### src/rtl/combo_lane_array.sv
`default_nettype none
// ============================================================================
//  Module      : combo_lane_array
//  Description : Multi-lane combo sprite animator. Each lane runs its own
//                grow / shrink / hold / launch sequence on the frame clock and
//                drives sprite position, size and audio flags. A saturating
//                combo counter tallies HOLD->LAUNCH transitions.
//                Optional macro COMBO_KEY_LAUNCH_EN lets K_Press launch held
//                sprites in addition to the beat frame.
//  Revision    : 1.0 - initial multi-lane release
// ============================================================================
module combo_lane_array #(
    parameter int         LANES        = 4,
    parameter int         X_BASE       = 260,
    parameter int         X_STEP       = 40,
    parameter int         Y_CENTER     = 288,
    parameter int         SIZE_MAX     = 50,
    parameter int         SIZE_MIN     = 20,
    parameter int         SIZE_HOLD    = 40,
    parameter int         LAUNCH_SPEED = 20,
    parameter int         Y_TOP        = 10,
    parameter logic [3:0] LAUNCH_FRAME = 4'hE
) (
    input  logic                  frame_clk,
    input  logic                  Reset,
    input  logic [LANES-1:0]      lane_en,
    input  logic                  K_Press,
    input  logic [3:0]            frame,
    input  logic                  combo_clr,
    output logic [10*LANES-1:0]   BallX,
    output logic [10*LANES-1:0]   BallY,
    output logic [10*LANES-1:0]   BallS,
    output logic [LANES-1:0]      keep_on,
    output logic [LANES-1:0]      activate,
    output logic [LANES-1:0]      audio_flag,
    output logic [7:0]            combo_count
);

    typedef enum logic [2:0] {
        ST_IDLE   = 3'd0,
        ST_GROW   = 3'd1,
        ST_SHRINK = 3'd2,
        ST_HOLD   = 3'd3,
        ST_LAUNCH = 3'd4,
        ST_RETIRE = 3'd5
    } lane_state_t;

    localparam logic [9:0] C_Y_CENTER     = 10'(Y_CENTER);
    localparam logic [9:0] C_Y_TOP        = 10'(Y_TOP);
    localparam logic [9:0] C_Y_LIMIT      = 10'(Y_TOP + LAUNCH_SPEED);
    localparam logic [9:0] C_LAUNCH_SPEED = 10'(LAUNCH_SPEED);
    localparam logic [9:0] C_SIZE_MAX     = 10'(SIZE_MAX);
    localparam logic [9:0] C_SIZE_MIN     = 10'(SIZE_MIN);
    localparam logic [9:0] C_SIZE_HOLD    = 10'(SIZE_HOLD);

    // Key launch qualifier: only live when the key feature is compiled in
    logic w_key;
`ifdef COMBO_KEY_LAUNCH_EN
    assign w_key = K_Press;
`else
    logic w_unused_key;
    assign w_unused_key = K_Press;
    assign w_key        = 1'b0;
`endif

    // One bit per lane that is leaving HOLD for LAUNCH on the coming edge;
    // the same term drives both the lane FSM and the combo counter so a
    // simultaneous key hit and beat frame can only count once.
    logic [LANES-1:0] w_launch;

    generate
        for (genvar gi = 0; gi < LANES; gi++) begin : g_lane
            localparam logic [9:0] C_X = 10'(X_BASE + gi * X_STEP);

            lane_state_t r_state;
            logic [9:0]  r_y;
            logic [9:0]  r_s;

            assign w_launch[gi] = (r_state == ST_HOLD) &&
                                  ((frame == LAUNCH_FRAME) || w_key);

            // Lane sprite sequencer: state, Y position and size
            always_ff @(posedge frame_clk) begin
                if (Reset) begin
                    r_state <= ST_IDLE;
                    r_y     <= C_Y_CENTER;
                    r_s     <= '0;
                end else begin
                    case (r_state)
                        ST_IDLE: begin
                            r_y <= C_Y_CENTER;
                            r_s <= '0;
                            if (lane_en[gi]) r_state <= ST_GROW;
                        end
                        ST_GROW: begin
                            if (r_s < C_SIZE_MAX) r_s     <= r_s + 10'd1;
                            else                  r_state <= ST_SHRINK;
                        end
                        ST_SHRINK: begin
                            if (r_s > C_SIZE_MIN) begin
                                r_s <= r_s - 10'd1;
                            end else begin
                                r_s     <= C_SIZE_HOLD;
                                r_state <= ST_HOLD;
                            end
                        end
                        ST_HOLD: begin
                            r_s <= C_SIZE_HOLD;
                            if (w_launch[gi]) r_state <= ST_LAUNCH;
                        end
                        ST_LAUNCH: begin
                            // Compare against top+speed so the subtraction
                            // can never wrap below Y_TOP.
                            if (r_y > C_Y_LIMIT) begin
                                r_y <= r_y - C_LAUNCH_SPEED;
                            end else begin
                                r_y     <= C_Y_TOP;
                                r_state <= ST_RETIRE;
                            end
                        end
                        ST_RETIRE: begin
                            r_state <= ST_IDLE;
                            r_y     <= C_Y_CENTER;
                            r_s     <= '0;
                        end
                        default: begin
                            r_state <= ST_IDLE;
                            r_y     <= C_Y_CENTER;
                            r_s     <= '0;
                        end
                    endcase
                end
            end

            assign BallX[10*gi +: 10] = C_X;
            assign BallY[10*gi +: 10] = r_y;
            assign BallS[10*gi +: 10] = r_s;
            assign keep_on[gi]        = (r_state != ST_IDLE);
            assign activate[gi]       = (r_state == ST_HOLD) || (r_state == ST_LAUNCH);
            assign audio_flag[gi]     = (r_state == ST_LAUNCH);
        end
    endgenerate

    // Count lanes launching this edge and form the widened combo sum
    logic [3:0] w_launch_cnt;
    logic [8:0] w_combo_sum;
    logic [7:0] r_combo;

    always_comb begin
        w_launch_cnt = 4'd0;
        for (int i = 0; i < LANES; i++) begin
            w_launch_cnt = w_launch_cnt + 4'(w_launch[i]);
        end
        w_combo_sum = {1'b0, r_combo} + 9'(w_launch_cnt);
    end

    // Saturating combo counter; clear wins over same-cycle launches
    always_ff @(posedge frame_clk) begin
        if (Reset || combo_clr) begin
            r_combo <= 8'd0;
        end else if (w_combo_sum > 9'd255) begin
            r_combo <= 8'd255;
        end else begin
            r_combo <= w_combo_sum[7:0];
        end
    end

    assign combo_count = r_combo;

endmodule
`default_nettype wire

### config.mk
export PLATFORM = sky130hd
export DESIGN_NAME = combo_lane_array
export DESIGN_NICKNAME = d
export VERILOG_FILES = /design/src/rtl/combo_lane_array.sv
export SDC_FILE = /design/constraint.sdc
export NUM_CORES = 1
export LEC_CHECK = 0
export CORE_AREA = 2 2 122 124
export DETAILED_ROUTE_END_ITERATION = 10
export DIE_AREA = 0 0 124 126
export PLACE_DENSITY = 0.73
export SLEW_MARGIN = 30
export SYNTH_ARGS = -nofsm -noshare
export SYNTH_HDL_FRONTEND = slang
export SYNTH_SLANG_ARGS = --single-unit
### constraint.sdc
create_clock -name frame_clk -period 2.6 [get_ports frame_clk]
set_clock_uncertainty 0.05 [all_clocks]
set_input_delay 0.39 -clock frame_clk [delete_from_list [all_inputs] [get_ports frame_clk]]
set_output_delay 0.39 -clock frame_clk [all_outputs]
set_load 0.03 [all_outputs]
**Word-level counts from Yosys, hierarchy flattened**

Index checks and enable logic that the tools add are counted.

- Equal/unequal tests: 41
- $add $sub $neg: 16
- Mux-type cells: 45
- Bitwise gates (word level): 4
- Magnitude comparators: 13
- Reduce and logical (&&, ||, !) cells: 29

Operator list:

| operator | number |
|---|---|
| $pmux W10 S4 | 4 |
| $mux W10 | 12 |
| $gt A10 B5 Y1 const B | 8 |
| $pmux W10 S2 | 4 |
| $mux W3 | 20 |
| $pmux W3 S5 | 4 |
| $ne A2 B2 Y1 const B | 24 |
| $add A10 B1 Y10 const B | 4 |
| $lt A10 B6 Y1 const B | 4 |
| $sub A10 B1 Y10 const B | 4 |
| $sub A10 B5 Y10 const B | 4 |
| $eq A3 B2 Y1 const B | 8 |
| $reduce_and A5 Y1 | 4 |
| $eq A3 B1 Y1 const B | 4 |
| $eq A3 B3 Y1 const B | 4 |
| $logic_not A3 Y1 | 4 |
| $reduce_bool A3 Y1 | 4 |
| $reduce_or A3 Y1 | 4 |
| $add A8 B4 Y9 | 1 |
| $gt A9 B8 Y1 const B | 1 |
| $mux W8 | 1 |
| $reduce_and A2 Y1 | 4 |
| $logic_or A1 B1 Y1 | 5 |
| $add A3 B1 Y4 | 1 |
| 5 further kinds | 11 |

- Bits in registers: 100
- Output and inout bits: 140
- Logic and storage cells: 161

**Depth between registers and ports, before layout**

- Depth after elaboration: 8
- Mapped depth: 10
- Mapped depth without buffers: 9

**Worst setup path before layout**

Ideal clock, no wire load.

- Kind: input to register
- Start: input frame[0]
- End: register r_combo[4] (netlist: combo_count[4])
- Required time: 2.411 ns
- Arrival time: 2.637 ns
- Path slack: -0.227 ns
- Stages on the path: 9
- Cells stage by stage: nand4b_1 > or4_1 > fa_1 > fa_1 > inv_1 > fa_1 > and3_1 > o21ai_0 > a31oi_1

- Cells in the longest elaborated chain, start to end: 8

RTL lines:

| element | RTL line | source |
|---|---|---|
| from (decl) | 28 | `input logic [3:0] frame,` |
| $eq A4 B4 Y1 * | 80 | `((frame == LAUNCH_FRAME) \|\| w_key);` |
| $logic_and A1 B1 Y1 | 79 | `assign w_launch[gi] = (r_state == ST_HOLD) &&` |
| $add A1 B1 Y2 | 152 | `w_launch_cnt = w_launch_cnt + 4'(w_launch[i]);` |
| $add A2 B1 Y3 | 152 |  |
| $add A3 B1 Y4 * | 152 |  |
| $add A8 B4 Y9 * | 154 | `w_combo_sum = {1'b0, r_combo} + 9'(w_launch_cnt);` |
| $gt A9 B8 Y1 | 161 | `end else if (w_combo_sum > 9'd255) begin` |
| $mux W8 * | 161 |  |
| to (signal assigned) | 164 | `r_combo <= w_combo_sum[7:0];` |
| to (decl) | 147 | `logic [7:0] r_combo;` |

Mark *: on every way between the ends. The rest lies on a longest branch, timed or not.
A chain may end at the register's enable or synchronous reset.

**Final worst setup path**

Ends and elaborated chain as after synthesis.

==> impl_metrics.toml <==
[route]
vias_per_cell = 5.61
drcViolationCount = 0
postRouteAntennaNets = 0
routedWlPerCell_um = 14.8
vias = 6408
drt-pass1-iter-count = 5
drt-initial-drc-count = 460
drt-total-wl_mm = 17.0

[placed_design]
gp_congestion = 0.867
dp_slack_ns = -0.737
port_buffers = 106
hpwl_mm = 12.2

[worst_setup_path]
worstPathArrival_ns = 2.80
r2r-start = "g_lane[0].r_state[1]"
setup.worst_path.start = "frame[0]"
critPathMaxFanout = 6
startpoint_type = "input port"
critPathRequiredTime_ns = 2.79
r2r_setup_slack_ns = 0
end_kind = "register"
r2r_cells = 9
critPathKind = "input port to register"
r2r_end = "combo_count[4]"

[layout]
fin_util_pct = 56.3
seq_area_sq_um = 1920
area_growth_syn_to_layout_pct = 24.8
mostFrequentLayoutCell = "clkdlybuf4s50_1"
multi_input_area_sq_um = 4020
fillers = 1370
diodes = 0
drive_gt1_share_pct = 10.0
finalNetCount = 982
final_cell_mix = "clkdlybuf4s50_1, dfxtp_1, nor2_1"

[timing]
worst_slew_pin_slew_ns = 0.869
period_share_pct = 101
finalCriticalPeriod_ns = 2.62
slew-limit-headroom_pct = 41.4
max_freq_ghz = 0.382
final_max_slew_viol_count = 0
fin_ws_ns = -0.0183
finalSetupViolations = 1
finalHoldViolCount = 0
rsz0062_at_grt = "yes"

[global_routing]
antenna_found_initial = 0
grt_pass1_wl_mm = 27.6
overflow = 0
grtUsageTotal_pct = 21.6
grt_pass1_vias = 5733
grt_max_degree = 27

[cts]
clk_latency_ns = 0.36
numCtsBuffers = 9
cts.sinks = 96
cts-root-buf = "clkbuf_16"
clk_path_buf_depth = 2
clk_pin_slew_ns = 0.07
cts_max_level = 3
hold_buffers = 0
cts_tree = "done"

[pwr]
p_leak_uw = 0.00303
power.density_nw_per_um2 = 514
peakVddDrop_mv = 0.349
total_power_uw = 4140

[synthesis]
syn_area_sq_um = 6450
ys_ff_latch = 96
synthFlopType = "dfxtp_1"
syn_avg_cell_area_sq_um = 7.65
synth_edf_count = 0
ys_seq_area_share_pct = 29.8
netlist_instances = 844
synth_cell_types = 80
synthArstFlopShare_pct = 0
yosysWarnings = 0

[worst_hold_path]
min_path_type = "input port to register"
holdPathStages = 2
whs_endpoint = "g_lane[3].r_y[3]"
hp-start = "Reset"

[outcome]
status = "finished with violations"
violations = "setup timing"

[die]
die_h_um = 126
die_area_sq_um = 15600
start_util_pct = 45.1
die_w_um = 124
pin_count = 152
rows = 44
core_area_sq_um = 14300

[run]
maxCapViolCount = 0
## timing repair
item,4_1_cts,5_1_grt
setup endpoints to repair,10,10
buffers inserted,1,0
cloned,0,0
hold endpoints to repair,0,0
pin swaps,9,3
resized for setup,24,5
## layout make-up
cell class	count	share of cell area, %
clock inverter	6	1.15
tap	184	2.86
multi-input combinational	649	49.9
sequential	96	23.9
inverter	48	2.24
clock buffer	10	2.84
timing repair buffer	150	17.1
## sequential cells by signal, summed over array words and instances (netlist names)
register,flops
combo_count,8
g_lane.r_s,40
g_lane.r_state,12
g_lane.r_y,36
## worst max path at each step
stage                     endpoint  slack, ns  cells after the start
floorplan           combo_count[4]      -0.16                      9
global placement    combo_count[7]      -0.70                      9
detailed placement  combo_count[4]      -0.74                     10
CTS                 combo_count[6]      -0.12                     10
global route        combo_count[4]      -0.10                      9
finish              combo_count[4]      -0.02                     10
## cell usage after synthesis, types with 4 or more instances
master / instances / area share, %
a21oi_1: 69 / 5.3
nand3_1: 23 / 1.8
or3b_1: 4 / 0.54
o21ai_0: 33 / 2.6
o2bb2ai_1: 4 / 0.54
nand4_1: 6 / 0.58
dfxtp_1: 96 / 30
o21a_1: 10 / 1.2
nor3b_1: 14 / 1.6
nand2b_1: 16 / 1.6
xor2_1: 4 / 0.54
a22oi_1: 4 / 0.47
a211o_1: 4 / 0.54
buf_4: 44 / 5.1
a221oi_1: 5 / 0.68
nor4_1: 15 / 1.5
nor3_1: 24 / 1.9
and2_1: 5 / 0.48
ha_1: 13 / 2.5
inv_1: 45 / 2.6
a311oi_1: 5 / 0.68
nor2_1: 78 / 4.5
nand3b_1: 5 / 0.58
a21o_1: 7 / 0.81
or3_1: 22 / 2.1
or4_1: 7 / 0.81
a31oi_1: 24 / 2.3
nor2b_1: 15 / 1.5
clkbuf_1: 46 / 2.7
o22ai_1: 8 / 0.78
o21ai_1: 13 / 1.0
nand2_1: 50 / 2.9
xnor2_1: 19 / 2.6
and3_1: 5 / 0.48
o31ai_1: 8 / 0.93
o211ai_1: 7 / 0.81
a211oi_1: 9 / 1.0
mux2i_1: 4 / 0.62
## power by group
part | switching (uW) | internal (uW)
combinational | 706 | 406
sequential | 58.8 | 1510
clock | 610 | 849
total | 1380 | 2770
## cells by family (layout without fill, tap and decap cells)
kind of cell	Yosys count	after routing	synth area share, %
AOI/OAI and AO/OA	255	255	26.7
buffers and inverters	141	214	10.9
and+or+nand+nor	306	306	25.2
DFF	96	96	29.8
muxes	5	5	0.795
other	2	44	0.116
xor gates and xnor gates	23	23	3.12
adders and majority gates	16	16	3.45
## metal layers
layer	vias up	GRT usage [%]	share of wire, %
met3	24	4.30	5.7
li1	3206	-	-
met1	2995	28.9	46
met5	-	0	0
met4	0	7.80	1.6
met2	183	34.5	47
## per-stage QoR
| step | cell area [sq um] | TNS, ns | std cells | hold WS [ns] |
|---|---|---|---|---|
| after floorplan | 6620 | -0.629 | 886 | 0.447 |
| final | 8060 | -0.0183 | 1143 | 0.425 |
| after global routing | 8060 | -0.188 | 1143 | 0.438 |
| after detailed placement | 7710 | -5.24 | 1126 | 0.420 |
| after CTS | 8050 | -0.321 | 1143 | 0.414 |
| after global placement | 7710 | -4.94 | 1126 | 0.413 |
## critical path, cell delays in order
cell and delay (ns):
buf_6 0.09, nand4b_1 0.28, or4_4 0.49, fa_1 0.54, fa_2 0.20, inv_2 0.04
fa_2 0.40, and3_4 0.18, o21ai_2 0.14, a31oi_1 0.06
(Power assumes the default switching activity.)
